===== src/rtl/divider16b.sv =====
// 16-bit unsigned restoring divider: one quotient bit per cycle, MSB first.
// Accepted start -> done 17 cycles later (y=0 -> done next cycle). Start is ignored while busy.
module divider16b (
  input  logic        clk,
  input  logic        rst,
  input  logic        start,
  input  logic [15:0] x,
  input  logic [15:0] y,
  output logic [15:0] q,
  output logic [15:0] r,
  output logic        busy,
  output logic        done,
  output logic        dbz
);

  typedef enum logic [1:0] {S_IDLE, S_RUN, S_FIN} state_t;

  state_t      r_state;
  state_t      w_next;
  logic [15:0] r_x;
  logic [15:0] r_y;
  logic [15:0] r_rem;
  logic [3:0]  r_cnt;
  logic [15:0] r_q;
  logic [15:0] r_r;
  logic        r_dbz;

  logic        w_accept;
  logic [16:0] w_shift;
  logic        w_qbit;
  logic [15:0] w_sub;
  logic [15:0] w_rem_nxt;
  logic [15:0] w_quo_nxt;

  assign w_accept  = start && (r_state != S_RUN);
  // 17-bit trial operand: remainder shifted left with the next dividend bit
  assign w_shift   = {r_rem, r_x[15]};
  assign w_qbit    = (w_shift >= {1'b0, r_y});
  assign w_sub     = w_shift[15:0] - r_y;
  assign w_rem_nxt = w_qbit ? w_sub : w_shift[15:0];
  // r_x doubles as the quotient accumulator as dividend bits shift out
  assign w_quo_nxt = {r_x[14:0], w_qbit};

  always_ff @(posedge clk) begin
    if (rst) r_state <= S_IDLE;
    else     r_state <= w_next;
  end

  always_comb begin
    w_next = r_state;
    case (r_state)
      S_IDLE,
      S_FIN: begin
        if (w_accept) w_next = (y == 16'd0) ? S_FIN : S_RUN;
        else          w_next = S_IDLE;
      end
      S_RUN: begin
        if (r_cnt == 4'd0) w_next = S_FIN;
      end
      default: w_next = S_IDLE;
    endcase
  end

  always_comb begin
    busy = 1'b0;
    done = 1'b0;
    case (r_state)
      S_RUN:   busy = 1'b1;
      S_FIN:   done = 1'b1;
      default: ;
    endcase
  end

  always_ff @(posedge clk) begin
    if (rst) begin
      r_x   <= 16'd0;
      r_y   <= 16'd0;
      r_rem <= 16'd0;
      r_cnt <= 4'd0;
      r_q   <= 16'd0;
      r_r   <= 16'd0;
      r_dbz <= 1'b0;
    end else if (w_accept) begin
      if (y == 16'd0) begin
        r_q   <= 16'hFFFF;
        r_r   <= x;
        r_dbz <= 1'b1;
      end else begin
        r_x   <= x;
        r_y   <= y;
        r_rem <= 16'd0;
        r_cnt <= 4'd15;
      end
    end else if (r_state == S_RUN) begin
      r_x   <= w_quo_nxt;
      r_rem <= w_rem_nxt;
      r_cnt <= r_cnt - 4'd1;
      if (r_cnt == 4'd0) begin
        r_q   <= w_quo_nxt;
        r_r   <= w_rem_nxt;
        r_dbz <= 1'b0;
      end
    end
  end

  assign q   = r_q;
  assign r   = r_r;
  assign dbz = r_dbz;

endmodule


===== config.mk =====
export PLATFORM = sky130hd
export DESIGN_NAME = divider16b
export DESIGN_NICKNAME = d
export VERILOG_FILES = /design/src/rtl/divider16b.sv
export SDC_FILE = /design/constraint.sdc
export NUM_CORES = 1
export LEC_CHECK = 0
export CORE_MARGIN = 4
export CORE_UTILIZATION = 49
export DETAILED_ROUTE_END_ITERATION = 6
export PLACE_DENSITY = 0.82
export SYNTH_ARGS = -nofsm -noshare
export SYNTH_HDL_FRONTEND = slang
export SYNTH_SLANG_ARGS = --single-unit

===== constraint.sdc =====
create_clock -name clk -period 2.4 [get_ports clk]
set_clock_uncertainty 0.15 [all_clocks]
set_input_delay 0.48 -clock clk [delete_from_list [all_inputs] [get_ports clk]]
set_output_delay 0.48 -clock clk [all_outputs]
set_load 0.02 [all_outputs]

# Word level (Yosys, flattened, before mapping)
# Cells that the tools add are included.
# totals
regBits,87
elab_cells,56
# op_classes
add_sub_neg,2
n_lt_le_gt_ge,1
eq_ne,6
mux,28
n_bitwise,1
reduce_logical,10
# op_table
cell,count
16-bit 2-to-1 mux,15
17-bit by 16-bit greater-or-equal comparator with 1-bit output,1
16-bit zero test,1
16-bit subtractor,1
4-bit 2-to-1 mux,3
1-bit 2-to-1 mux,6
2-bit 2-to-1 mux,3
4-bit zero test,1
"2-bit by 1-bit != test with 1-bit output, second input constant",2
"2-bit != test, second input constant",2
2-bit one-hot mux with 2 select lines,1
2-bit AND reduction,2
2-bit nonzero test,2
"4-bit by 1-bit subtractor with 4-bit output, second input constant",1
3-bit AND reduction,1
"2-bit by 1-bit == test with 1-bit output, second input constant",1
"2-bit == test, second input constant",1
2-bit zero test,1
2-bit OR reduction,1
1-bit logical AND,1
1-bit inverter,1

# Logic depth before layout (Yosys ltp)
# logic_depth
ltp_word,5
depth_mapped,12
mapped_depth_nobuf,10

# Worst setup path after synthesis
# No wires, ideal clock.
# synth_timing
path_kind,register -> register
startpoint,reg r_y[10]
endpoint,reg r_rem[13]
setup_time_ns,0.125
t_arrival_ns,2.418
path_slack_ns,-0.292
stages_incl_launch_ff,12
synth_period_minus_slack_ns,2.692
path_cell_list,dfxtp_1 inv_1 ha_1 nand2_2 or4_4 a211oi_4 a2111oi_4 and2_4 buf_6 buf_2 a32oi_1 o31ai_1
# synth_via
elab_chain_len,4
# synth_rtl
item,line,source
"start, declared",21,logic [15:0] r_y;
"start signal, assigned",90,r_y <= y;
16-bit subtractor or 17-bit by 16-bit greater-or-equal comparator with 1-bit output (tied branches),"39, 38",
16-bit 2-to-1 mux (*),40,assign w_rem_nxt = w_qbit ? w_sub : w_shift[15:0];
16-bit 2-to-1 mux (*),94,end else if (r_state == S_RUN) begin
16-bit 2-to-1 mux (*),83,end else if (w_accept) begin
"end signal, assigned",96,r_rem <= w_rem_nxt;
"end, declared",22,logic [15:0] r_rem;
# Mark *: on every way between the ends. The rest lies on a longest branch, timed or not. The select of a mux whose other input is x is not followed.
# A chain may end at the register's enable or synchronous reset.

# Worst setup path in the final report
# layout_timing
startpoint,reg r_y[4]
endpoint,"reg r_r[1], in the netlist r[1]"
# layout_via
elab_chain_len,5
# layout_rtl
item,line,source
17-bit by 16-bit greater-or-equal comparator with 1-bit output,38,"assign w_qbit = (w_shift >= {1'b0, r_y});"
16-bit 2-to-1 mux,40,
16-bit 2-to-1 mux,98,if (r_cnt == 4'd0) begin
16-bit 2-to-1 mux,94,
16-bit 2-to-1 mux,83,
"end signal, assigned",100,r_r <= w_rem_nxt;
"end, declared",25,logic [15:0] r_r;
# No other way between the ends. The select of a mux whose other input is x is not followed.

==> out/summary.txt <==
HP Class - reg -> reg
Utilization after layout - 0.7771
Failing checks - design-rule violations, negative setup slack
Int Pwr - 4.211 mW
Power Total - 7.209 mW
GPL Wtd Cong - 0.9120
Grt met1 use - 0.3425
Clk slew on worst S/H paths - 100 ps
Port bufs - 69
R2R setup slack - -280 ps
Synth area leaders - dfxtp_1 (39%), nand2_1 (8.2%), ha_1 (4.7%), nor2_1 (4.4%), nor3_1 (4.4%)
Post-synthesis simple-gate area fraction - 0.2333
Syn_nets - 624
Sequential share of power - 0.236
CP peak stage delay - 530 ps
Total global-route track usage - 0.2828
Max-slew violations - 0
Maximum buffer depth of the clock tree - 2
Adder-cell share of the synthesized area - 0.05190
Crit Path Class - reg -> reg
Cell Pwr Density - 1054 nW/um2
Final period util - 1.117
Post-synthesis async set-or-reset flop share - 0
Peak supply drop - 0.6975 mV
Root Buffer - clkbuf_8
Final min period - 2681 ps
Post-route setup slack - -281.0 ps
Initial Utilization - 0.5092
Post-synth top area cell - dfxtp_1
Net Sw Power - 2.998 mW
Top-area cell type share of the netlist area - 0.3884
Number of global-route vias before repair - 5035
Fmax - 0.3730 GHz
Diodes inserted - 0
Post-synth EDFFs - 0
Routed WL - 16610 um
Gate power share - 0.616
Worst Setup Start Kind - register
Die W - 103.7 um
GRT met2 Usage - 0.4785
Synthesized flop and latch total - 87
CTS Buf Count - 9
Worst path cell trace - inv_2 > ha_4 > nand2_1 > or4_4 > a211oi_4 > a2111oi_4 > buf_6 > buf_6 > a211oi_2 > a31oi_1 > a31oi_1
Post-synthesis mux area share - 0.02232
Syn. warnings - 0
Hold slack - 317.1 ps
Via/cell ratio - 6.251
M3 GR Usage - 0.05348
Post-Syn Instances - 571
Commonest cells post-synth - nand2_1 (98), dfxtp_1 (87), nor2_1 (53)
H-tree Lvls - 3
Worst r2r dst - r[1]
Largest net degree at the start of global routing - 59
Residual DRC count - 1
Die height - 103.7 um
Max_cap viols - 0
RR Startpoint - r_y[4]
Clk Latency, worst-skew pair - 370 ps
Slowest CP cell - or4_4
First-pass GRT wire length - 25090 um
Setup crit start - r_y[4]
CTS tree - built
Top-count cell post-synth - nand2_1
Die footprint - 10750 um2
Post-synth cell types - 56
Fin Setup TNS - -5235 ps
Slew margin rel. - 0.4617
Detailed-route via count - 5270
CP arrival - 2830 ps
Xor and xnor fraction of the mapped netlist area - 0.02539
CTS Sinks - 87
Leak - 2.676 nW
Initial antenna violation count - 0
DPL Wire Length - 10540 um
RSZ-0062 raised after global routing - yes
Core Box Area - 8806 um2
Worst setup endpoint - r[1]
Slew @ Worst Pin - 804.5 ps
Syn_area_per_cell - 7.853 um2
Critical Path Fanout Max - 8
Primary FF master, synth - dfxtp_1
DR iter-0 viols - 514
Non-filler instance count after layout - 843
Synth Cell Area - 4484 um2
ANT nets after route - 0
CP Capture Type - register
WL per Instance - 19.70 um
Sequential area share after synthesis - 0.3884
Clock Power Share - 0.148
Largest family of logic cells by synthesized area - simple AND/OR/NAND/NOR gates
Synth Area in Compound Gates - 0.2224
# hold bufs at CTS - 0
Status - complete, but fails checks
Post-placement cell count - 815
Count of final setup violators - 31
Worst reg2reg path depth - 11
Share of cells above drive strength 1 - 0.3116
Final hold violation count - 0
Row cnt - 34
Final #Nets - 783
Worst path required time - 2550 ps
GRT busiest layer - met2
Total grt overflow - 0
Pre-antenna DRT Iters - 7
Sw Share - 0.4159
Area Growth Syn to Fin - 52.59%
Ports - 70
==> power by group through the flow <==
stage | registers (mW) | clock network [mW] | logic [mW]
floorplan | 1.74 | 0 | 1.86
CTS | 1.69 | 1.05 | 3.82
global route | 1.71 | 1.11 | 4.64
finish | 1.70 | 1.07 | 4.44
global placement | 1.71 | 0 | 3.08
detailed placement | 1.72 | 0 | 3.17
==> worst max-delay path, delay by kind of cell (launching register included) <==
family          cells  cell delay (ps)
fa+ha+maj           1              260
simple gates        2              600
compound gates      5              870
buf+inv             3              360
flops               1              360
==> cells in the final DEF, fill, tap and decap left out, types with 4 or more instances in the layout <==
cell	instances
o21ai_0	10
clkbuf_8	9
a21oi_2	10
buf_12	4
o21ai_2	5
dfxtp_2	16
nor2b_1	5
buf_6	14
nand2_1	97
or3_1	4
xnor2_1	4
a21oi_1	25
nand3_1	7
o21ai_1	13
mux2i_2	4
inv_2	7
a311oi_1	15
ha_4	12
buf_4	97
mux2i_1	4
and2_1	4
a22oi_1	5
dfxtp_1	71
inv_1	18
nor2_1	52
a211oi_1	6
ha_1	5
a31oi_1	8
o22ai_1	4
clkdlybuf4s50_1	67
nor3_1	37
a211oi_2	6
xor2_1	8
==> layout make-up <==
type | instances | area [um2]
clock inverters | 7 | 75.07
clock buffers | 9 | 123.9
inverters | 26 | 97.59
fillers | 547 | 1963
flip-flops and latches | 87 | 1762
repair buffers | 185 | 1669
multi-input cells | 421 | 2980
well taps | 108 | 135.1
==> worst min-delay path by stage <==
stage                       start      end  cells after the start
after floorplan           r_y[10]  r_y[10]                      2
after detailed placement   r_y[9]   r_y[9]                      2
after CTS                  r_y[6]   r_y[6]                      2
after global routing       r_y[3]   r_y[3]                      2
after global placement     r_y[6]   r_y[6]                      2
final                      r_y[9]   r_y[9]                      2
==> logic make-up after synthesis <==
| kind of cell | count (synthesis) |
|---|---|
| AO/OA/AOI/OAI | 146 |
| XOR/XNOR | 13 |
| adder cells (fa/ha/maj) | 18 |
| buffers and inverters | 63 |
| flip-flops | 87 |
| multiplexers | 10 |
| AND/OR/NAND/NOR | 234 |
==> stage by stage <==
step / cell area [um2] / setup slack (ps)
global route: 6843 / -371.6
global placement: 6131 / -248.7
finish: 6843 / -281.0
CTS: 6630 / -212.1
floorplan: 4646 / -118.9
detailed placement: 6131 / -357.9
==> flip-flops by register name (all words and copies together) (netlist names) <==
register and count:
r_rem 16, r_x 16, r_y 16, q 16, r 16, dbz 1
r_state 2, r_cnt 4
==> what timing repair did <==
action	in CTS	in global routing
pin swaps	29	11
setup buffers	7	5
gates resized for setup	67	37
endpoints found under the setup margin	34	46
gates cloned	0	0
==> per-layer routing <==
metal  vias to the layer above  routed length [um]  share of wire
met2                       337                8029           0.48
met3                        88                1522          0.092
met4                         0                 846          0.051
met5                         -                   0              0
met1                      2485                6212           0.37
li1                       2360                   -              -
Power figures use the tool's default switching activity.
